`src/rtl/pl_hazard_ctrl.sv`:
```
// pl_hazard_ctrl: forwarding selects, load-use/branch/multi-cycle hazard control with stall counter
// Ports: clk/rst (sync, active-high); d_* decode sources, use flags, multi-cycle flag;
// e_*/m_* execute/memory write-back info; br_taken; fwda/fwdb operand selects;
// wpcir, bubble_de, flush_fd pipeline control; mc_start/mc_abort/mc_busy multi-cycle handshake;
// stall_cnt saturating count of stalled cycles.
module pl_hazard_ctrl #(
    parameter int unsigned MC_LAT = 32
) (
    input  logic        clk,
    input  logic        rst,
    input  logic [4:0]  d_rs1,
    input  logic [4:0]  d_rs2,
    input  logic        d_use_rs1,
    input  logic        d_use_rs2,
    input  logic        d_mc,
    input  logic        e_wreg,
    input  logic        e_m2reg,
    input  logic [4:0]  e_rd,
    input  logic        m_wreg,
    input  logic        m_m2reg,
    input  logic [4:0]  m_rd,
    input  logic        br_taken,
    output logic [1:0]  fwda,
    output logic [1:0]  fwdb,
    output logic        wpcir,
    output logic        bubble_de,
    output logic        flush_fd,
    output logic        mc_start,
    output logic        mc_abort,
    output logic        mc_busy,
    output logic [15:0] stall_cnt
);
    typedef enum logic [1:0] {IDLE, START, RUN, DONE} state_t;
    state_t      r_state, w_next;
    logic [7:0]  r_cnt, w_cnt_next;
    logic [15:0] r_stall;
    logic        w_lu, w_busy;

    // A load in E cannot forward yet (data not available), so it selects the register file.
    function automatic logic [1:0] fwd_sel(input logic [4:0] r, input logic ew, input logic em,
                                           input logic [4:0] erd, input logic mw, input logic mm,
                                           input logic [4:0] mrd);
        return (r == 5'd0) ? 2'b00 :
               (ew && erd == r) ? (em ? 2'b00 : 2'b01) :
               (mw && mrd == r) ? (mm ? 2'b11 : 2'b10) : 2'b00;
    endfunction

    assign fwda = rst ? 2'b00 : fwd_sel(d_rs1, e_wreg, e_m2reg, e_rd, m_wreg, m_m2reg, m_rd);
    assign fwdb = rst ? 2'b00 : fwd_sel(d_rs2, e_wreg, e_m2reg, e_rd, m_wreg, m_m2reg, m_rd);
    assign w_lu = e_wreg && e_m2reg && e_rd != 5'd0 &&
                  ((d_use_rs1 && d_rs1 == e_rd) || (d_use_rs2 && d_rs2 == e_rd));
    assign w_busy    = r_state == START || r_state == RUN;
    assign mc_busy   = !rst && w_busy;
    assign stall_cnt = r_stall;

    always_comb begin
        w_next     = r_state;
        w_cnt_next = r_cnt;
        wpcir      = 1'b1;
        bubble_de  = 1'b0;
        flush_fd   = 1'b0;
        mc_start   = 1'b0;
        mc_abort   = 1'b0;
        if (rst) begin
            w_next     = IDLE;
            w_cnt_next = 8'd0;
            bubble_de  = 1'b1;
        end else if (br_taken) begin
            // Branch wins everything; any multi-cycle op in flight belongs to a squashed path.
            w_next    = IDLE;
            flush_fd  = 1'b1;
            bubble_de = 1'b1;
            mc_abort  = w_busy;
        end else begin
            case (r_state)
                IDLE: begin
                    wpcir     = !w_lu;
                    bubble_de = w_lu;
                    w_next    = (d_mc && !w_lu) ? START : IDLE;
                end
                START: begin
                    wpcir      = 1'b0;
                    bubble_de  = 1'b1;
                    mc_start   = 1'b1;
                    w_cnt_next = 8'(MC_LAT - 1);
                    w_next     = RUN;
                end
                RUN: begin
                    wpcir      = 1'b0;
                    bubble_de  = 1'b1;
                    w_cnt_next = r_cnt - 8'd1;
                    w_next     = (r_cnt == 8'd0) ? DONE : RUN;
                end
                DONE: w_next = IDLE;
            endcase
        end
    end

    always_ff @(posedge clk) begin
        if (rst) begin
            r_state <= IDLE;
            r_cnt   <= 8'd0;
            r_stall <= 16'd0;
        end else begin
            r_state <= w_next;
            r_cnt   <= w_cnt_next;
            if (!wpcir && r_stall != 16'hFFFF) r_stall <= r_stall + 16'd1;
        end
    end
endmodule
```
`config.mk`:
```
export PLATFORM = sky130hd
export DESIGN_NAME = pl_hazard_ctrl
export DESIGN_NICKNAME = d
export VERILOG_FILES = /design/src/rtl/pl_hazard_ctrl.sv
export SDC_FILE = /design/constraint.sdc
export NUM_CORES = 1
export LEC_CHECK = 0
export CELL_PAD_IN_SITES_DETAIL_PLACEMENT = 2
export CELL_PAD_IN_SITES_GLOBAL_PLACEMENT = 2
export CORE_MARGIN = 10
export CORE_UTILIZATION = 29
export CTS_CLUSTER_SIZE = 10
export DETAILED_ROUTE_END_ITERATION = 6
export PLACE_DENSITY_LB_ADDON = 0.1
export SLEW_MARGIN = 25
export SYNTH_ARGS = -nofsm -noshare
export SYNTH_HDL_FRONTEND = slang
export SYNTH_SLANG_ARGS = --single-unit
```
`constraint.sdc`:
```
create_clock -name clk -period 7.34 [get_ports clk]
set_input_delay 2.202 -clock clk [delete_from_list [all_inputs] [get_ports clk]]
set_output_delay 2.202 -clock clk [all_outputs]
set_load 0.005 [all_outputs]
```
==> impl_metrics.toml <==
[worst_setup_path]
reg2regPathDepth = 6
cp_slowest_cell = "clkdlybuf4s50_1"
crit_family = "buffers and inverters"
crit_arrival_ns = 4.40
slowest_delay_ns = 0.55
path_cells = "clkdlybuf4s50_1 -> xnor2_1 -> nand3_1 -> nor2_1 -> o21a_1 -> a21oi_1 -> o21ai_0 -> clkdlybuf4s50_1"
crit_path_start_kind = "input port"
worstSetupPathType = "input port to primary output"
critPathRequiredTime_ns = 5.14
crit_top_cell = "clkdlybuf4s50_1"
endpoint_kind = "primary output"
cp_max_fo = 4
r2r_start = "r_state[0]"
path_buf_inv = 2
r2r-end = "stall_cnt[3]"
rrSetupSlack_ns = 4.62

[die]
pin_count = 56
die_h_microns = 100
std_cell_rows = 29
fp.dieW_microns = 100
initial_core_util = 0.297
die_area_sq_mm = 0.0101
core_area_sq_mm = 0.00631

[synth]
ys_seq_elements = 26
synth_area_sq_mm = 0.00188
synth.net_count = 268
ys_types = 45
synth_xor_area_frac = 0.112
yosys_warnings = 0
yosys.area_share.adder = 0.0400
syn_avg_cell_area_sq_um = 8.08
yosys.area_share.simple = 0.312
synth_cells = 232
synth_compound_area_frac = 0.153
ys_seq_area_frac = 0.278
synth_mux_area_frac = 0.0774
synth_top_family_by_area = "simple AND/OR/NAND/NOR gates"

[finish]
area_growth_syn_to_layout_pct = 38.1
nets = 325
layout.cells.most_common = "clkdlybuf4s50_1"
n_fill_cell = 740
layout_common_cells = "clkdlybuf4s50_1, nor2_1, dfxtp_1"
postLayoutCellArea_sq_mm = 0.00259
utilization = 0.410
antenna_cells = 0
layout-drive-gt1-share = 0.0590
finalNonFillerCells = 365

[flow_run]
drv_cap = 0

[sta]
setup_violations = 0
drv_slew = 0
fmax_mhz = 151
tns_ns = 0
relSlewSlack = 0.427
skew_ns = 0.0125
hold_viol = 0
fin_crit_ns = 6.61
setup_ws_ns = 0.733
rsz0062_at_grt = "false"
worst_slew_pin_slew_ns = 0.847
finalCritPeriodShare = 0.900

[route]
ant_nets = 0
vias = 1886
remaining_drc_errors = 0
post_drt_wl_per_cell_microns = 17.4
via_per_inst = 5.17
drtIter0Drc = 44
first_pass_iters = 4
drt_wl_total_mm = 6.35

[clock_tree]
clockBufferDepth = 2
cts_root_buffer = "clkbuf_8"
htreeDepth = 1
clock_latency_ns = 0.28
postCtsResizedCells = 0
postCtsSetupBuffers = 0
clk_pin_slew_ns = 0.09
cts_sinks = 26
cts_made_buffers = 3
cts_tree = "built"
hold_buffers = 0

[global_route]
grt_pass1_vias = 2105
gr-total-overflow = 0
grt_max_degree = 19
antenna_found_initial = 0
grt_pass1_wl_mm = 10.8
grt_usage = 0.129

[placed_design]
portBuffers = 55
dp_slack_ns = 0.703
gp_routability_congestion = 0.762
dpl_cell_area_sq_mm = 0.00252
dp_hpwl_mm = 5.23
dp.cells = 361

[status]
outcome = "finished, final reports clean"

[hold_path]
whs_path_depth = 2
min_to = "r_cnt[7]"
min-delay-start = "r_cnt[7]"
hold_path_class = "register to register"

[pwr]
peakVddDrop_mv = 0.0819
p_leak_uw = 0.000937
powerDensity_mw_per_mm2 = 129
-- per-stage QoR --
stage | total power (uW) | hold slack (ns)
final | 333 | 0.513
after global routing | 354 | 0.559
after CTS | 340 | 0.522
after detailed placement | 214 | 0.502
after global placement | 212 | 0.478
after floorplan | 181 | 0.458
-- layer usage --
layer  track usage  part of all wire  vias to the layer above
met5             0                 0                        -
met4        0.0261            0.0088                        0
met3        0.0275             0.040                        4
met2         0.231              0.51                       30
met1         0.153              0.44                      920
li1              -                 -                      932
-- report_power, final --
| group | leakage (uW) | total [uW] | internal (uW) | switching [uW] |
|---|---|---|---|---|
| logic | 0.000691 | 63.4 | 33.1 | 30.3 |
| clock network | 0.0000357 | 123 | 73.1 | 50.3 |
| registers | 0.000210 | 147 | 144 | 2.68 |
-- worst reg2reg max path: stages (launching register included) --
cell,delay [ns]
dfxtp_1,0.38
inv_1,0.07
ha_1,0.37
nor4b_1,0.72
nand2_1,0.46
a21oi_1,0.28
mux2_1,0.34
-- cell usage after synthesis (all sizes together) --
master,count,share of area
a21o,1,0.0040
ha,6,0.040
nor2b,17,0.057
mux2,12,0.072
o21a,2,0.0080
nand3,11,0.029
nor2,29,0.058
o2111ai,1,0.0080
nand4,9,0.030
a41oi,1,0.015
nand2b,4,0.013
xnor2,18,0.084
xor2,6,0.028
dfxtp,26,0.28
a31oi,2,0.0067
o21bai,1,0.0040
and2,5,0.017
nor3,7,0.021
o31ai,1,0.0040
and3b,1,0.0047
or3,1,0.0033
buf,2,0.0060
o211ai,2,0.018
o21ai,6,0.016
and3,3,0.010
a21boi,3,0.012
and4,3,0.015
o211a,1,0.0053
nor4b,1,0.0047
clkbuf,4,0.0080
a21oi,18,0.048
nor4,2,0.0067
mux2i,1,0.0053
inv,7,0.014
or4,3,0.012
a311oi,1,0.0047
nand2,14,0.029
-- sequential cells by signal, summed over array words and instances (netlist names) --
signal,count
r_cnt,8
stall_cnt,16
r_state,2
-- worst max-delay path by stage --
stage / from / end / slack [ns] / depth (start not counted)
global placement: d_rs1[3] / bubble_de / 0.75 / 8
floorplan: e_rd[2] / bubble_de / 1.83 / 6
CTS: d_rs1[3] / bubble_de / 0.70 / 8
finish: d_rs2[2] / bubble_de / 0.73 / 8
detailed placement: d_rs1[3] / bubble_de / 0.70 / 8
global route: d_rs2[2] / bubble_de / 0.55 / 8
-- logic make-up (layout without fill, tap and decap cells) --
logic type	count (synthesis)	after routing
compound gates	40	40
xor+xnor	24	24
fa+ha+maj	6	6
buf+inv	13	69
flops	26	26
mux	13	13
simple gates	110	110
-- cell type report --
| cell class | instances | area (sq um) | share of cell area |
|---|---|---|---|
| Tap cell | 77 | 96.3 | 0.0372 |
| Clock buffer | 3 | 41.3 | 0.0159 |
| Sequential cell | 26 | 520 | 0.201 |
| Inverter | 7 | 26.3 | 0.0101 |
| Multi-Input combinational cell | 193 | 1300 | 0.503 |
| Clock inverter | 1 | 30.0 | 0.0116 |
| Timing Repair Buffer | 58 | 573 | 0.221 |
No activity file was read; power rests on OpenSTA's default activity.
